**src/rtl/move_sequencer_pkg.sv**
```systemverilog
// Shared definitions for the tic-tac-toe move sequencer and the game core.
//   mark_t      : cell / player mark encoding (NONE, X, O)
//   win_t       : core win report (none, X wins, O wins, draw)
//   seq_state_t : sequencer FSM states
//   BOARD_DIM   : board edge length, shared with the game core
package ttt_pkg;

  typedef enum logic [1:0] {
    NONE = 2'b00,
    X    = 2'b01,
    O    = 2'b10
  } mark_t;

  typedef enum logic [1:0] {
    NOWIN = 2'b00,
    XWIN  = 2'b01,
    OWIN  = 2'b10,
    DRAW  = 2'b11
  } win_t;

  typedef enum logic [2:0] {
    NEWG,
    IDLE,
    ISSUE,
    WAIT_RESP,
    AI_REQ,
    AI_WAIT,
    OVER
  } seq_state_t;

  localparam int unsigned BOARD_DIM = 3;
  localparam logic [3:0]  MAX_MOVES = 4'd9;

  // True when a row/column index lies on the board.
  function automatic logic in_board(input logic [1:0] idx);
    return 32'(idx) < BOARD_DIM;
  endfunction

  // Move counter increment, saturating at a full board.
  function automatic logic [3:0] count_inc(input logic [3:0] v);
    return (v >= MAX_MOVES) ? MAX_MOVES : v + 4'd1;
  endfunction

endpackage

```
**src/rtl/move_sequencer_if.sv**
```systemverilog
// Bus between the move sequencer and the tic-tac-toe game core.
//   xoroin/rowin/colin : move presented to the core (xoroin = 00 means no move)
//   ai_en              : one-cycle AI move request
//   core_reset         : active-high synchronous core reset
//   err                : core rejected the move (cell occupied)
//   xoroout/rowout/colout : AI move reported by the core
//   win                : core win/draw report
// master = sequencer side, slave = core side.
interface move_sequencer_if;
  logic [1:0] xoroin;
  logic [1:0] rowin;
  logic [1:0] colin;
  logic       ai_en;
  logic       core_reset;
  logic       err;
  logic [1:0] xoroout;
  logic [1:0] rowout;
  logic [1:0] colout;
  logic [1:0] win;

  modport master (
    output xoroin, rowin, colin, ai_en, core_reset,
    input  err, xoroout, rowout, colout, win
  );

  modport slave (
    input  xoroin, rowin, colin, ai_en, core_reset,
    output err, xoroout, rowout, colout, win
  );
endinterface

```
**src/rtl/move_sequencer_timer.sv**
```systemverilog
// seq_timer: loadable down-counter with terminal-count flag.
//   clk, reset (async active-low)
//   load     : load load_val this cycle (wins over counting)
//   load_val : reload value
//   tc       : counter is at zero (counting stops there)
module seq_timer #(
  parameter int unsigned CNT_W = 5
) (
  input  logic             clk,
  input  logic             reset,
  input  logic             load,
  input  logic [CNT_W-1:0] load_val,
  output logic             tc
);

  logic [CNT_W-1:0] cnt;

  always_ff @(posedge clk or negedge reset) begin
    if (!reset) begin
      cnt <= '0;
    end else if (load) begin
      cnt <= load_val;
    end else if (cnt != '0) begin
      cnt <= cnt - CNT_W'(1);
    end
  end

  assign tc = (cnt == '0);

endmodule

```
**src/rtl/move_sequencer.sv**
```systemverilog
// move_sequencer: front-end of the tic-tac-toe core. Takes key presses and
// new-game requests, presents one move at a time to the core, samples the
// core's err/win response, and in single-player mode requests and waits for
// the core's AI (O) move.
//   clk, reset (async active-low)
//   key_valid/key_row/key_col : player key strobe and coordinates
//   new_game, single_player   : restart strobe, mode level (sampled on new_game)
//   core                      : bus to the game core (master side)
//   turn          : mark of the player to move
//   busy          : not in IDLE
//   move_rejected : one-cycle pulse on local or core rejection
//   key_dropped   : sticky, a key arrived while busy
//   move_count    : accepted moves this game (saturates at 9)
module move_sequencer
  import ttt_pkg::*;
#(
  parameter int unsigned RESP_LAT   = 1,
  parameter int unsigned AI_TIMEOUT = 16,
  parameter int unsigned CNT_W      = 5
) (
  input  logic             clk,
  input  logic             reset,
  input  logic             key_valid,
  input  logic [1:0]       key_row,
  input  logic [1:0]       key_col,
  input  logic             new_game,
  input  logic             single_player,
  move_sequencer_if.master core,
  output logic [1:0]       turn,
  output logic             busy,
  output logic             move_rejected,
  output logic             key_dropped,
  output logic [3:0]       move_count
);

  seq_state_t state_q, state_d;

  mark_t      turn_q, turn_d;
  mark_t      xoroin_q, xoroin_d;
  logic [1:0] rowin_q, rowin_d;
  logic [1:0] colin_q, colin_d;
  logic       ai_en_q, ai_en_d;
  logic       core_reset_q, core_reset_d;
  logic       rejected_q, rejected_d;
  logic       dropped_q, dropped_d;
  logic [3:0] count_q, count_d;
  logic       single_q, single_d;

  logic             key_legal;
  logic             ai_moved;
  logic             win_seen;
  logic             tmr_load;
  logic [CNT_W-1:0] tmr_val;
  logic             tmr_tc;

  // AI move coordinates go straight to the board inside the core; only the
  // mark is needed here.
  logic ai_coord_unused;
  assign ai_coord_unused = ^{core.rowout, core.colout};

  assign key_legal = in_board(key_row) && in_board(key_col);
  assign ai_moved  = (core.xoroout == O);
  assign win_seen  = (core.win != NOWIN);

  // One timer serves both waits: loaded on entry to ISSUE with the response
  // latency so it hits zero exactly RESP_LAT cycles after the issue cycle,
  // and on entry to AI_REQ so AI_WAIT lasts at most AI_TIMEOUT cycles.
  assign tmr_load = (state_d == ISSUE) || (state_d == AI_REQ);
  assign tmr_val  = (state_d == ISSUE) ? CNT_W'(RESP_LAT) : CNT_W'(AI_TIMEOUT);

  seq_timer #(.CNT_W(CNT_W)) u_timer (
    .clk      (clk),
    .reset    (reset),
    .load     (tmr_load),
    .load_val (tmr_val),
    .tc       (tmr_tc)
  );

  // State register
  always_ff @(posedge clk or negedge reset) begin
    if (!reset) state_q <= NEWG;
    else        state_q <= state_d;
  end

  // Next-state logic
  always_comb begin
    state_d = state_q;
    unique case (state_q)
      NEWG: state_d = IDLE;
      IDLE: begin
        if (new_game)                    state_d = NEWG;
        else if (key_valid && key_legal) state_d = ISSUE;
      end
      ISSUE: state_d = new_game ? NEWG : WAIT_RESP;
      WAIT_RESP: begin
        if (new_game) state_d = NEWG;
        else if (tmr_tc) begin
          if (core.err)                    state_d = IDLE;
          else if (win_seen)               state_d = OVER;
          else if (single_q && turn_q == X) state_d = AI_REQ;
          else                             state_d = IDLE;
        end
      end
      AI_REQ: state_d = new_game ? NEWG : AI_WAIT;
      AI_WAIT: begin
        if (new_game)      state_d = NEWG;
        else if (ai_moved) state_d = win_seen ? OVER : IDLE;
        else if (tmr_tc)   state_d = IDLE;
      end
      OVER: if (new_game) state_d = NEWG;
      default: state_d = NEWG;
    endcase
  end

  // Output logic: next values of the registered outputs
  always_comb begin
    turn_d     = turn_q;
    count_d    = count_q;
    dropped_d  = dropped_q;
    single_d   = single_q;
    rejected_d = 1'b0;

    // Core-facing strobes follow the state being entered, so they are high
    // for exactly the cycle spent in that state. ISSUE is only entered from
    // IDLE on a legal key, so the key coordinates are the registered move.
    xoroin_d     = (state_d == ISSUE) ? turn_q : NONE;
    rowin_d      = (state_d == ISSUE) ? key_row : '0;
    colin_d      = (state_d == ISSUE) ? key_col : '0;
    ai_en_d      = (state_d == AI_REQ);
    core_reset_d = (state_d == NEWG);

    if (key_valid && state_q != IDLE && state_q != NEWG) dropped_d = 1'b1;

    unique case (state_q)
      IDLE: begin
        if (!new_game && key_valid && !key_legal) rejected_d = 1'b1;
      end
      WAIT_RESP: begin
        if (!new_game && tmr_tc) begin
          if (core.err) begin
            rejected_d = 1'b1;
          end else begin
            count_d = count_inc(count_q);
            if (!win_seen) turn_d = (turn_q == X) ? O : X;
          end
        end
      end
      AI_WAIT: begin
        if (!new_game) begin
          if (ai_moved) begin
            count_d = count_inc(count_q);
            if (!win_seen) turn_d = X;
          end else if (tmr_tc) begin
            rejected_d = 1'b1;
            turn_d     = X;
          end
        end
      end
      default: ;
    endcase

    // Entering NEWG starts a fresh game; the mode is taken from the strobe.
    if (state_d == NEWG) begin
      count_d   = '0;
      dropped_d = 1'b0;
      turn_d    = X;
      if (new_game) single_d = single_player;
    end
  end

  // Output registers
  always_ff @(posedge clk or negedge reset) begin
    if (!reset) begin
      turn_q       <= X;
      xoroin_q     <= NONE;
      rowin_q      <= '0;
      colin_q      <= '0;
      ai_en_q      <= 1'b0;
      core_reset_q <= 1'b1;
      rejected_q   <= 1'b0;
      dropped_q    <= 1'b0;
      count_q      <= '0;
      single_q     <= 1'b0;
    end else begin
      turn_q       <= turn_d;
      xoroin_q     <= xoroin_d;
      rowin_q      <= rowin_d;
      colin_q      <= colin_d;
      ai_en_q      <= ai_en_d;
      core_reset_q <= core_reset_d;
      rejected_q   <= rejected_d;
      dropped_q    <= dropped_d;
      count_q      <= count_d;
      single_q     <= single_d;
    end
  end

  assign core.xoroin     = xoroin_q;
  assign core.rowin      = rowin_q;
  assign core.colin      = colin_q;
  assign core.ai_en      = ai_en_q;
  assign core.core_reset = core_reset_q;
  assign turn            = turn_q;
  assign busy            = (state_q != IDLE);
  assign move_rejected   = rejected_q;
  assign key_dropped     = dropped_q;
  assign move_count      = count_q;

endmodule

```
**src/flat_wrapper.sv**
```systemverilog
// flat-port wrapper written by rule: the top's interface ports become plain ports
module move_sequencer_flat import ttt_pkg::*;
#(
  parameter int unsigned RESP_LAT   = 1,
  parameter int unsigned AI_TIMEOUT = 16,
  parameter int unsigned CNT_W      = 5
)
  (clk, reset, key_valid, key_row, key_col, new_game, single_player, turn, busy, move_rejected, key_dropped, move_count, core_xoroin, core_rowin, core_colin, core_ai_en, core_core_reset, core_err, core_xoroout, core_rowout, core_colout, core_win);
  move_sequencer_if core_i ();
  input  logic clk;
  input  logic reset;
  input  logic key_valid;
  input  logic [1:0] key_row;
  input  logic [1:0] key_col;
  input  logic new_game;
  input  logic single_player;
  output logic [1:0] turn;
  output logic busy;
  output logic move_rejected;
  output logic key_dropped;
  output logic [3:0] move_count;
  output wire logic [$bits(core_i.xoroin)-1:0] core_xoroin;
  output wire logic [$bits(core_i.rowin)-1:0] core_rowin;
  output wire logic [$bits(core_i.colin)-1:0] core_colin;
  output wire logic [$bits(core_i.ai_en)-1:0] core_ai_en;
  output wire logic [$bits(core_i.core_reset)-1:0] core_core_reset;
  input wire logic [$bits(core_i.err)-1:0] core_err;
  input wire logic [$bits(core_i.xoroout)-1:0] core_xoroout;
  input wire logic [$bits(core_i.rowout)-1:0] core_rowout;
  input wire logic [$bits(core_i.colout)-1:0] core_colout;
  input wire logic [$bits(core_i.win)-1:0] core_win;
  assign core_xoroin = core_i.xoroin;
  assign core_rowin = core_i.rowin;
  assign core_colin = core_i.colin;
  assign core_ai_en = core_i.ai_en;
  assign core_core_reset = core_i.core_reset;
  assign core_i.err = core_err;
  assign core_i.xoroout = core_xoroout;
  assign core_i.rowout = core_rowout;
  assign core_i.colout = core_colout;
  assign core_i.win = core_win;
  move_sequencer #(.RESP_LAT(RESP_LAT), .AI_TIMEOUT(AI_TIMEOUT), .CNT_W(CNT_W)) u_core (.clk(clk), .reset(reset), .key_valid(key_valid), .key_row(key_row), .key_col(key_col), .new_game(new_game), .single_player(single_player), .core(core_i), .turn(turn), .busy(busy), .move_rejected(move_rejected), .key_dropped(key_dropped), .move_count(move_count));
endmodule
```
**config.mk**
```make
export PLATFORM = sky130hd
export DESIGN_NAME = move_sequencer_flat
export DESIGN_NICKNAME = d
export VERILOG_FILES = /design/src/rtl/move_sequencer_pkg.sv /design/src/rtl/move_sequencer_if.sv /design/src/rtl/move_sequencer_timer.sv /design/src/rtl/move_sequencer.sv /design/src/flat_wrapper.sv
export SDC_FILE = /design/constraint.sdc
export NUM_CORES = 1
export LEC_CHECK = 0
export ABC_AREA = 1
export ABC_CLOCK_PERIOD_IN_PS = 2100
export CAP_MARGIN = 20
export CORE_MARGIN = 5
export CORE_UTILIZATION = 49
export CTS_CLUSTER_DIAMETER = 200
export DETAILED_ROUTE_END_ITERATION = 12
export PLACE_DENSITY = 0.88
export SETUP_SLACK_MARGIN = 0.5
export SYNTH_ARGS = -nofsm -noshare
export SYNTH_HDL_FRONTEND = slang
export SYNTH_SLANG_ARGS = --single-unit
export TNS_END_PERCENT = 5
```
**constraint.sdc**
```tcl
create_clock -name clk -period 2.1 [get_ports clk]
set_input_delay 0.21 -clock clk [delete_from_list [all_inputs] [get_ports clk]]
set_output_delay 0.21 -clock clk [all_outputs]
set_load 0.02 [all_outputs]
```
==> After elaboration in Yosys (flattened, before gate mapping) <==
Cells that the tools add are included.
W data, S select, Z words.
{ "classes": {"addsub": 2, "magnitude_cmp": 3, "n_eq_ne": 18, "mux": 47, "n_reduce_logical": 23} }
{ "op_table": {"columns": ["cell", "n"], "rows": [
  ["$mux W3", 13],
  ["$mux W2", 13],
  ["$mux W4", 6],
  ["$pmux W3 S7", 1],
  ["$mux W5", 3],
  ["$eq A3 B3 Y1 const B", 4],
  ["$eq A3 B2 Y1 const B", 3],
  ["$ne A3 B1 Y1 const B", 3],
  ["$ne A3 B2 Y1 const B", 3],
  ["$logic_and A1 B1 Y1", 8],
  ["$mux W1", 8],
  ["$pmux W4 S2", 1],
  ["$reduce_and A7 Y1", 1],
  ["$logic_not A3 Y1", 2],
  ["$reduce_bool A2 Y1", 3],
  ["$reduce_bool A3 Y1", 2],
  ["$logic_not A5 Y1", 1],
  ["$reduce_and A5 Y1", 1],
  ["$reduce_bool A5 Y1", 1],
  ["$sub A5 B1 Y5 const B", 1],
  ["$add A4 B1 Y4 const B", 1],
  ["$ge A4 B4 Y1 const B", 1],
  ["$lt A2 B2 Y1 const B", 2],
  ["$ne A4 B1 Y1 const B", 1],
  ["other kinds (9)", 10]
]} }
{ "word_totals": {"regBits": 25, "input_bits": 18, "out_inout_bits": 17, "wordCells": 105} }

==> Depth between registers and ports, before layout <==
{ "logic_depth": {"depth_word": 11, "mapped_depth": 16} }

==> Modules after synthesis <==
A second synthesis with hierarchy kept.
{ "hier_totals": {"cells_unflattened": 200, "area_unflattened_um2": 1569.0} }
{ "by_module_without_submodules": {"columns": ["module", "n_inst", "cells_each", "area_per_inst_um2", "seq_area_each_um2"], "rows": [
  ["move_sequencer", 1, 161, 1266.2, 503.0],
  ["seq_timer", 1, 39, 302.8, 125.1]
]} }

==> Worst setup path after synthesis <==
No wires, ideal clock.
{ "synth_path": {"path_type": "register to register", "from": "register u_core.u_timer.cnt[0]", "to": "register u_core.count_q[2] (netlist: u_core.move_count[2])", "setup_ns": 0.118, "t_arrival_ns": 1.543, "required_time_ns": 1.982, "path_slack_ns": 0.439, "stages_incl_launch_ff": 14, "n_path_buf": 0, "period_less_slack_ns": 1.661, "cell_sequence": "dfrtp_1 > inv_1 > ha_1 > inv_1 > nor2_1 > nand2_2 > nand2_1 > nand2_1 > nand2_1 > nand2_1 > nor2_2 > nand2_4 > nand3b_1 > nand2_1"} }
{ "synth_via": {"elab_chain_len": 8, "word_cells_on_any_way": 16, "classes_between": "eq/ne: 4; mux: 7; reduce/logical: 5"} }
{ "synth_rtl": {"columns": ["element", "line_no", "rtl"], "rows": [
  ["from (decl)", "move_sequencer_timer.sv:16", "logic [CNT_W-1:0] cnt;"],
  ["from (signal assigned)", "move_sequencer_timer.sv:22", "cnt <= load_val;"],
  ["from (signal assigned)", "move_sequencer_timer.sv:24", "cnt <= cnt - CNT_W'(1);"],
  ["$logic_not A5 Y1 (*)", "move_sequencer_timer.sv:28", "assign tc = (cnt == '0);"],
  ["$mux W3", "move_sequencer.sv:108", "else if (tmr_tc) state_d = IDLE;"],
  ["$mux W3", "move_sequencer.sv:107", "else if (ai_moved) state_d = win_seen ? OVER : IDLE;"],
  ["$mux W3", "move_sequencer.sv:106", "if (new_game) state_d = NEWG;"],
  ["$pmux W3 S7", "move_sequencer.sv:88", "unique case (state_q)"],
  ["$logic_not A3 Y1", "move_sequencer.sv:163", "if (state_d == NEWG) begin"],
  ["$ne A3 B1 Y1 (no line), or another cell as far along", null, null],
  ["$reduce_and A5 Y1 (no line)", null, null],
  ["to (signal assigned)", "move_sequencer.sv:193", "count_q <= count_d;"],
  ["to (decl)", "move_sequencer.sv:46", "logic [3:0] count_q, count_d;"]
]} }
Mark *: on every way between the ends. The rest lies on a longest branch, timed or not.
A chain may end at the register's enable or synchronous reset.

==> Final worst setup path <==
{ "layout_path": {"from": "register u_core.u_timer.cnt[1]", "to": "register u_core.u_timer.cnt[0]"} }
{ "layout_via": {"elab_chain_len": 8, "word_cells_on_any_way": 14, "classes_between": "eq/ne: 2; mux: 8; reduce/logical: 4"} }
{ "layout_rtl": {"columns": ["element", "line_no", "rtl"], "rows": [
  ["$logic_not A5 Y1 (*)", "move_sequencer_timer.sv:28", null],
  ["$mux W3", "move_sequencer.sv:108", null],
  ["$mux W3", "move_sequencer.sv:107", null],
  ["$mux W3", "move_sequencer.sv:106", null],
  ["$pmux W3 S7 (*)", "move_sequencer.sv:88", null],
  ["via u_core.state_d[1]", "move_sequencer.sv:36", "seq_state_t state_q, state_d;"],
  ["$eq A3 B2 Y1 or $eq A3 B3 Y1 (tied branches)", "move_sequencer.sv:68, move_sequencer.sv:69", null],
  ["$mux W5 or $logic_or A1 B1 Y1 (tied branches)", "move_sequencer.sv:69, move_sequencer.sv:68", null],
  ["$mux W5 or $reduce_bool A2 Y1 (tied branches)", null, null]
]} }
The timed path passes the listed nets; every way through them passes the cells marked *.

==> run_results.csv <==
group,metric,value,unit
clocking,cts_root_buf,"clkbuf_4",
sta,fin_crit_sh,86.8,%
die,fp.coreArea,0.00281,sq mm
die,ios,35,
detailed_routing,drtIter0Drc,100,
clocking,postCtsHoldBufs,0,
detailed_routing,ant_nets,0,
detailed_routing,vias,1355,
global_routing,grt_pass1_vias,1252,
placed_design,dpl.hpwl,2.45,mm
sta,finClkSkew,0.00512,ns
power_and_ir_drop,vdd_drop_max,0.676,mV
detailed_routing,firstDrtPassIters,4,
detailed_routing,drc,0,
global_routing,grt_max_degree,26,
job,max_cap_violations,0,
clocking,clk_pin_slew,0.14,ns
setup_path,cp_data_required_time,2.34,ns
die,initial_utilization,52.1,%
sta,layout_min_cycle_time,1.82,ns
placed_design,gp_congestion,0.897,
sta,setup_tns,0,ns
global_routing,antenna_found_initial,0,
logic_synthesis,synth_area_per_cell,7.31,sq um
sta,maxSlewHeadroom,78.9,%
detailed_routing,drt-wirelength-per-cell,12.1,um
status,status,"finished clean",
placed_design,io_buffers,30,
global_routing,grt_pass1_wl,5.40,mm
setup_path,worst-path-max-fanout,5,
sta,fmax,549,MHz
die,row_count,19,
logic_synthesis,synth_cell_types,27,
setup_path,critPathKind,"reg2reg",
die,die_height,64.6,um
detailed_routing,drt_wl_total,3.34,mm
sta,rsz0062_at_grt,"yes",
setup_path,arrival,2.06,ns
logic_synthesis,ys_seq_elements,25,
logic_synthesis,synth_top_area_share,39.3,%
hold_path,hp-class,"in2async",
sta,setup_violations,0,
clocking,cts_inserted_buffers,3,
clocking,h-tree-depth,1,
global_routing,grtUsageTotal,16.2,%
layout,nNetsFinal,269,
logic_synthesis,synth_area_leaders,"dfrtp_1 (39%), nand2_1 (14%), inv_1 (8.2%)",
setup_path,reg2reg_depth,13,
logic_synthesis,yosysTopAreaCell,"dfrtp_1",
layout,fillers,225,
layout,antenna_cells,0,
power_and_ir_drop,power_density,1030,mW/mm^2
layout,utilization,70.3,%
clocking,clock_sinks,25,
logic_synthesis,postSynthCellCount,200,
setup_path,crit_start,"u_core.u_timer.cnt[1]$_DFFE_PN0P_",
logic_synthesis,ys_warn_count,0,
layout,drive_above_1_share,18.0,%
setup_path,setup.worst_path.end,"u_core.u_timer.cnt[0]$_DFFE_PN0P_",
clocking,clock_latency,0.33,ns
detailed_routing,post_drt_via_cell_ratio,4.91,
setup_path,r2r-end,"u_core.u_timer.cnt[0]$_DFFE_PN0P_",
setup_path,cp-start-kind,"register",
clocking,cts_buffer_depth,2,
sta,drv_slew,0,
power_and_ir_drop,leakagePower,0.00104,uW
die,die_x,64.6,um
setup_path,r2r_slack,0.28,ns
sta,tightest_slew,0.316,ns
setup_path,cp-end-kind,"register",
logic_synthesis,synthesis.nets,223,
die,die-area,0.00418,sq mm
setup_path,r2r_start,"u_core.u_timer.cnt[1]$_DFFE_PN0P_",
sta,hold_viol,0,
layout,area_growth,34.9,%
clocking,cts_tree,"yes",
logic_synthesis,yosysSeqAreaShare,42.9,%
global_routing,grt_overflow_total,0,
logic_synthesis,mappedNetlistArea,0.00146,sq mm
==> worst max-delay path, stage by stage, from the launching register on <==
cell and delay [ns]:
dfrtp_1 0.41, inv_2 0.08, ha_4 0.14, nand2_1 0.08, nor2_4 0.15, nand2_1 0.06, nand3_1 0.06, nand2_1 0.05
inv_1 0.06, nand2_2 0.07, nor2_4 0.26, nand2_4 0.11, o21ai_1 0.11, nand2_1 0.07
==> state kept, by name (all words and copies together), names as in the netlist <==
register and count:
u_core.core.ai_en 1, u_core.core.colin 2, u_core.core.core_reset 1, u_core.core.rowin 2, u_core.core.xoroin 2, u_core.key_dropped 1, u_core.move_count 4, u_core.move_rejected 1
u_core.single_q 1, u_core.state_q 3, u_core.turn 2, u_core.u_timer.cnt 5
==> worst min path at each step <==
stage	end	start	slack [ns]	depth (start not counted)
finish	u_core.u_timer.cnt[3]$_DFFE_PN0P_	reset	0.22	2
global route	u_core.u_timer.cnt[3]$_DFFE_PN0P_	reset	0.22	2
CTS	u_core.u_timer.cnt[3]$_DFFE_PN0P_	reset	0.22	2
detailed placement	u_core.single_q$_DFFE_PN0P_	u_core.single_q$_DFFE_PN0P_	0.47	2
global placement	u_core.single_q$_DFFE_PN0P_	u_core.single_q$_DFFE_PN0P_	0.46	2
floorplan	u_core.core.ai_en$_DFF_PN0_	reset	-0.09	0
==> metal layers <==
| layer | track usage [%] | share of wire, % |
|---|---|---|
| met2 | 28.0 | 51 |
| met3 | 4.84 | 5.3 |
| met4 | 1.06 | 0 |
| met1 | 21.1 | 44 |
| met5 | 0 | 0 |
==> repair_timing <==
action,4_1_cts,5_1_grt
setup buffers,5,4
cloned,0,1
setup endpoints to repair,22,26
resized for setup,5,6
pin swaps,1,7
==> logic make-up (layout without fill, tap and decap cells) <==
group	count (synthesis)	after routing	synth area share, %
and+or+nand+nor	115	116	35.4
xor gates and xnor gates	4	4	2.40
adders and majority gates	5	5	4.28
buffers and inverters	37	81	9.58
DFF	25	25	42.9
AOI/OAI and AO/OA	14	14	5.39
==> area by class of cell <==
cell class | instances | area, sq um | share of cell area, %
tap | 31 | 38.8 | 1.97
sequential | 25 | 628 | 31.8
clock buffer | 3 | 22.5 | 1.14
inverter | 36 | 135 | 6.85
clock inverter | 1 | 7.51 | 0.380
timing repair buffer | 41 | 385 | 19.5
multi-input combinational | 139 | 756 | 38.3
==> synth_stat cells, drive strengths merged <==
cell type,instances
nor2,34
inv,35
nand3,17
a21oi,6
ha,5
xnor2,1
dfstp,2
o22ai,1
nand3b,1
a31oi,1
nand2,58
dfrtp,23
nor3b,1
or2,1
o21ai,5
clkinv,1
nand4,3
buf,1
o21a,1
xor2,3
==> where the power goes <==
part           leakage, uW  internal [uW]  switching [uW]  total, uW
clock network    0.0000139           73.1             156        229
logic             0.000696            461             632       1090
registers         0.000326            617            98.3        715
==> layout by cell type (no fill, tap or decap), drive strengths merged, types with 2 or more instances in the layout <==
cell	instances
xor2	3
dfrtp	23
ha	5
clkbuf	3
clkdlybuf4s50	29
nand2	59
dfstp	2
o21ai	5
nor2	34
a21oi	6
nand3	17
nand4	3
buf	11
inv	35
==> metrics by stage <==
stage	instance area, sq um	std cells	power, uW	worst slack [ns]	hold WS, ns
6_report	1970	276	2040	0.278	0.216
5_1_grt	1970	276	2200	0.126	0.223
4_1_cts	1910	271	1960	0.327	0.225
3_5_place_dp	1830	262	1660	0.186	0.470
3_3_place_gp	1830	262	1620	0.214	0.462
2_1_floorplan	1480	200	1370	0.458	-0.0856
Power figures use the tool's default switching activity.
